File: src/rtl/sigma_delta_dac.sv
// First-order sigma-delta DAC: double-buffered WIDTH-bit samples, each played out as a
// 2^WIDTH-cycle pulse-density frame whose ones-count equals the sample value.
module sigma_delta_dac #(
    parameter int WIDTH = 8
) (
    input  logic             clk,
    input  logic             rst_n,
    input  logic             start,
    input  logic             stop,
    input  logic [WIDTH-1:0] sample_in,
    input  logic             sample_valid,
    output logic             sample_ready,
    output logic             dac_out,
    output logic             busy,
    output logic             frame_done,
    output logic             underrun
);

    typedef enum logic {
        IDLE,
        RUN
    } state_t;

    state_t state, state_next;

    logic [WIDTH-1:0] hold;
    logic             hold_full;
    logic [WIDTH-1:0] cur;
    logic [WIDTH-1:0] acc;
    logic [WIDTH-1:0] count;
    logic             stop_pending;

    logic             do_load;
    logic             last_bit;
    logic             accept;
    logic [WIDTH:0]   sum;

    assign sample_ready = !hold_full;
    assign busy         = (state == RUN);
    assign accept       = sample_valid && !hold_full;
    assign last_bit     = (count == '1);
    assign sum          = {1'b0, acc} + {1'b0, cur};

    always_ff @(posedge clk or negedge rst_n) begin
        if (!rst_n) begin
            state <= IDLE;
        end else begin
            state <= state_next;
        end
    end

    // A load happens on the start edge and on every frame boundary that does not exit.
    always_comb begin
        state_next = state;
        do_load    = 1'b0;
        case (state)
            IDLE: begin
                if (start) begin
                    state_next = RUN;
                    do_load    = 1'b1;
                end
            end
            RUN: begin
                if (last_bit) begin
                    if (stop_pending || stop) begin
                        state_next = IDLE;
                    end else begin
                        do_load = 1'b1;
                    end
                end
            end
            default: state_next = IDLE;
        endcase
    end

    always_ff @(posedge clk or negedge rst_n) begin
        if (!rst_n) begin
            hold         <= '0;
            hold_full    <= 1'b0;
            cur          <= '0;
            acc          <= '0;
            count        <= '0;
            stop_pending <= 1'b0;
            dac_out      <= 1'b0;
            frame_done   <= 1'b0;
            underrun     <= 1'b0;
        end else begin
            frame_done <= 1'b0;
            underrun   <= 1'b0;

            if (state == IDLE) begin
                dac_out      <= 1'b0;
                acc          <= '0;
                count        <= '0;
                stop_pending <= start && stop;
            end else begin
                acc     <= sum[WIDTH-1:0];
                dac_out <= sum[WIDTH];
                count   <= count + WIDTH'(1);
                if (stop) begin
                    stop_pending <= 1'b1;
                end
                if (last_bit) begin
                    frame_done <= 1'b1;
                end
            end

            // Load only empties a full register, accept only fills an empty one, so they never collide.
            if (do_load) begin
                if (hold_full) begin
                    cur       <= hold;
                    hold_full <= 1'b0;
                end else begin
                    cur      <= '0;
                    underrun <= 1'b1;
                end
            end

            if (accept) begin
                hold      <= sample_in;
                hold_full <= 1'b1;
            end
        end
    end

endmodule

File: config.mk
export PLATFORM = sky130hd
export DESIGN_NAME = sigma_delta_dac
export DESIGN_NICKNAME = d
export VERILOG_FILES = /design/src/rtl/sigma_delta_dac.sv
export SDC_FILE = /design/constraint.sdc
export NUM_CORES = 1
export LEC_CHECK = 0
export ABC_AREA = 0
export BUFFER_PORTS_ARGS = -buffer_cell sky130_fd_sc_hd__buf_2
export CORE_MARGIN = 5
export CORE_UTILIZATION = 30
export CTS_CLUSTER_DIAMETER = 200
export DETAILED_ROUTE_END_ITERATION = 8
export GPL_TIMING_DRIVEN = 0
export PLACE_DENSITY_LB_ADDON = 0.05
export SLEW_MARGIN = 20
export SYNTH_ARGS = -nofsm -noshare
export SYNTH_HDL_FRONTEND = slang
export SYNTH_SLANG_ARGS = --single-unit
export TNS_END_PERCENT = 20
File: constraint.sdc
create_clock -name clk -period 1.9 [get_ports clk]
set_input_delay 0.095 -clock clk [delete_from_list [all_inputs] [get_ports clk]]
set_output_delay 0.095 -clock clk [all_outputs]
set_load 0.03 [all_outputs]
==> results.yml <==
pwr:
  power.leakage_nw: 0.9557
  ir_worst_vdd_mv: 0.4365
  p_int_w: 0.001880
  power_density_mw_per_mm2: 1369
  p_clk_share_pct: 20.0
  p_total_w: 0.002818
  combPwrFrac_pct: 35.4
  switchingPower_w: 0.0009382
  swShare_pct: 33.29
  power_frac_seq_pct: 44.6
setup_path:
  critical_path_required_ns: 2.07
  critPathArrivalTime_ns: 2.03
  worstPathMaxFanout: 3
  worstSetupEndpointType: "flip-flop"
  criticalPathCategory: "reg -> reg"
  start_kind: "flip-flop"
layout:
  nets: 207
  syn_to_final_growth_pct: 17.00
  finish.utilization_pct: 36.70
  drive_above_1_share_pct: 21.08
  antennaDiodeCount: 0
detailed_routing:
  drc: 0
  drt_pass1_iterations: 4
  wl_um: 3295
  via_per_inst: 4.471
  wl_per_cell_um: 12.82
  drt_iter0_drc: 35
  vias: 1149
  ant_nets: 0
grt:
  track_usage_pct: 9.912
  overflow: 0
  grt_pass1_wl_um: 5823
  grt_max_degree: 39
  grt_pass1_vias: 1239
  antenna_found_initial: 0
logic_synthesis:
  synthesis.nets: 181
  ys_top_cells_by_count: "dfrtp_1 (38), nand2_1 (19), nor2_1 (17)"
  ys.flop_type: "dfrtp_1"
  synth_top_area_share_pct: 54.05
  async_reset_ff_share_pct: 100.0
  ys_types: 36
  yosys.area.top_type: "dfrtp_1"
  yosys-top-cells-area: "dfrtp_1 (54%), ha_1 (6.4%), nand2_1 (4.1%), nor2_1 (3.6%), xnor2_1 (3.5%)"
  yosysWarnings: 0
  synth-seq-area-share_pct: 54.05
  synth-seq-cells: 38
  synth_most_common_cell: "dfrtp_1"
  synth_edf_count: 0
  synthesis.area_mm2: 0.001759
  syn_inst: 158
  syn_avg_cell_area_um2: 11.13
clock_network:
  clock_path_buffers: 2
  clk_pin_slew_worst_paths_ns: 0.07
  cts_tree: "done"
  numCtsBuffers: 5
  cts_num_sinks: 38
  cts_root_buf: "clkbuf_8"
  htreeDepth: 2
  worstSkewPairLatency_ns: 0.28
status:
  status: "complete, no violations"
floorplanning:
  floorplan.die_area_mm2: 0.007495
  die_width_um: 86.58
  fp.dieH_um: 86.58
  io_pins: 18
  row_count: 27
  start_util_pct: 31.37
  core-area_mm2: 0.005608
place:
  globalplace.congestion: 0.7827
  io_buffers: 17
  dpl_worst_slack_ns: -0.03186
  hpwl_um: 2429
min_path:
  hold_class: "in -> reg"
sta:
  hold_ws_ns: 0.02651
  finalCriticalPeriod_ns: 1.854
  hold_viol: 0
  slew_viol_final: 0
  fin_skew_ns: 0.003812
  finalWorstSetupSlack_ns: 0.04588
  timing.fmax_mhz: 539.3
  tightest_slew_ns: 0.8573
  setup_viol: 0
  relSlewSlack_pct: 42.85
  fin_crit_sh_pct: 97.59
flow_run:
  drv_cap: 0
[final cells by class]
type | instances | area (um^2)
plain buffers | 5 | 27.53
clock inverters | 1 | 5.005
well taps | 72 | 90.09
repair buffers | 19 | 102.6
inverters | 5 | 18.77
flip-flops and latches | 38 | 950.9
fillers | 577 | 3550
multi-input cells | 110 | 777.0
clock buffers | 7 | 86.33
[flip-flops by register name, summed over array words and instances (netlist names), 8 cells and up]
register,cells
acc,8
count,8
cur,8
hold,8
[kinds of logic (layout without fill, tap and decap cells)]
| kind of cell | count (synthesis) | after routing | share of synthesized area (%) |
|---|---|---|---|
| and+or+nand+nor | 56 | 56 | 15.36 |
| DFF | 38 | 38 | 54.05 |
| AOI/OAI and AO/OA | 26 | 26 | 10.24 |
| adders and majority gates | 10 | 10 | 7.539 |
| buffers and inverters | 10 | 37 | 2.631 |
| xor gates and xnor gates | 9 | 9 | 4.481 |
| muxes | 9 | 9 | 5.690 |
[per-layer routing]
layer / routed length (um) / track usage (%) / vias to the layer above / part of all wire [%]
met5: 0 / 0 / - / 0
met4: 48 / 3.683 / 0 / 1.5
met3: 137 / 3.327 / 5 / 4.2
met2: 1411 / 14.46 / 21 / 43
met1: 1697 / 13.59 / 527 / 52
li1: - / - / 596 / -
[power groups by stage]
stage | registers, W | clock network [W] | logic, W
after floorplan | 0.00124 | 0 | 0.000759
after global placement | 0.00126 | 0 | 0.000927
after detailed placement | 0.00128 | 0 | 0.000949
after CTS | 0.00126 | 0.000595 | 0.000981
after global routing | 0.00129 | 0.000620 | 0.00114
final | 0.00126 | 0.000564 | 0.000997
[cells in the final DEF, fill, tap and decap left out, types with 2 or more instances in the layout]
cell	count
xnor2_1	7
nand3_1	5
clkbuf_8	6
inv_1	5
buf_2	18
xor2_1	2
clkbuf_1	4
a21oi_1	4
ha_1	9
nand2_1	19
o21ai_0	3
o21ai_1	9
dfrtp_1	38
mux2_1	4
mux2_2	4
o2111ai_1	2
and3_1	3
nor2b_1	2
and2_1	3
and3_4	2
nor2_1	17
[worst paths after layout]
path / end / from / slack [ns] / depth (start not counted)
worst max-delay path: acc[6]$_DFF_PN0_ / cur[0]$_DFFE_PN0P_ / 0.05 / 6
worst min-delay path: hold[3]$_DFFE_PN0P_ / sample_in[3] / 0.03 / 2
worst max register to register: acc[6]$_DFF_PN0_ / cur[0]$_DFFE_PN0P_ / 0.05 / 6
worst min register to register: count[0]$_DFF_PN0_ / count[0]$_DFF_PN0_ / 0.45 / 1
max in group asynchronous: cur[5]$_DFFE_PN0P_ / rst_n / 0.91 / 2
min in group asynchronous: dac_out$_DFF_PN0_ / rst_n / 0.46 / 2
[through the flow]
step	TNS [ns]	cell area (um^2)	instances
after CTS	0	2046	257
after global placement	-0.008479	1934	247
after floorplan	0	1759	158
final	0	2058	257
after detailed placement	-0.04591	1934	247
after global routing	-0.008468	2058	257
[worst max-delay path, cell delays in order (launching register included)]
cell,delay (ns)
dfrtp_1,0.39
ha_1,0.23
fa_2,0.38
a21oi_4,0.17
o211ai_1,0.11
a211o_1,0.30
and3_1,0.16
[what timing repair did]
item / 4_1_cts / 5_1_grt
gates resized for setup: 2 / 2
cloned: 0 / 0
endpoints found under the setup margin: 2 / 2
hold buffers: 1 / 0
hold endpoints to repair: 38 / 0
pin swaps: 2 / 2
setup buffers: 1 / 0
No activity file was read; power rests on OpenSTA's default activity.
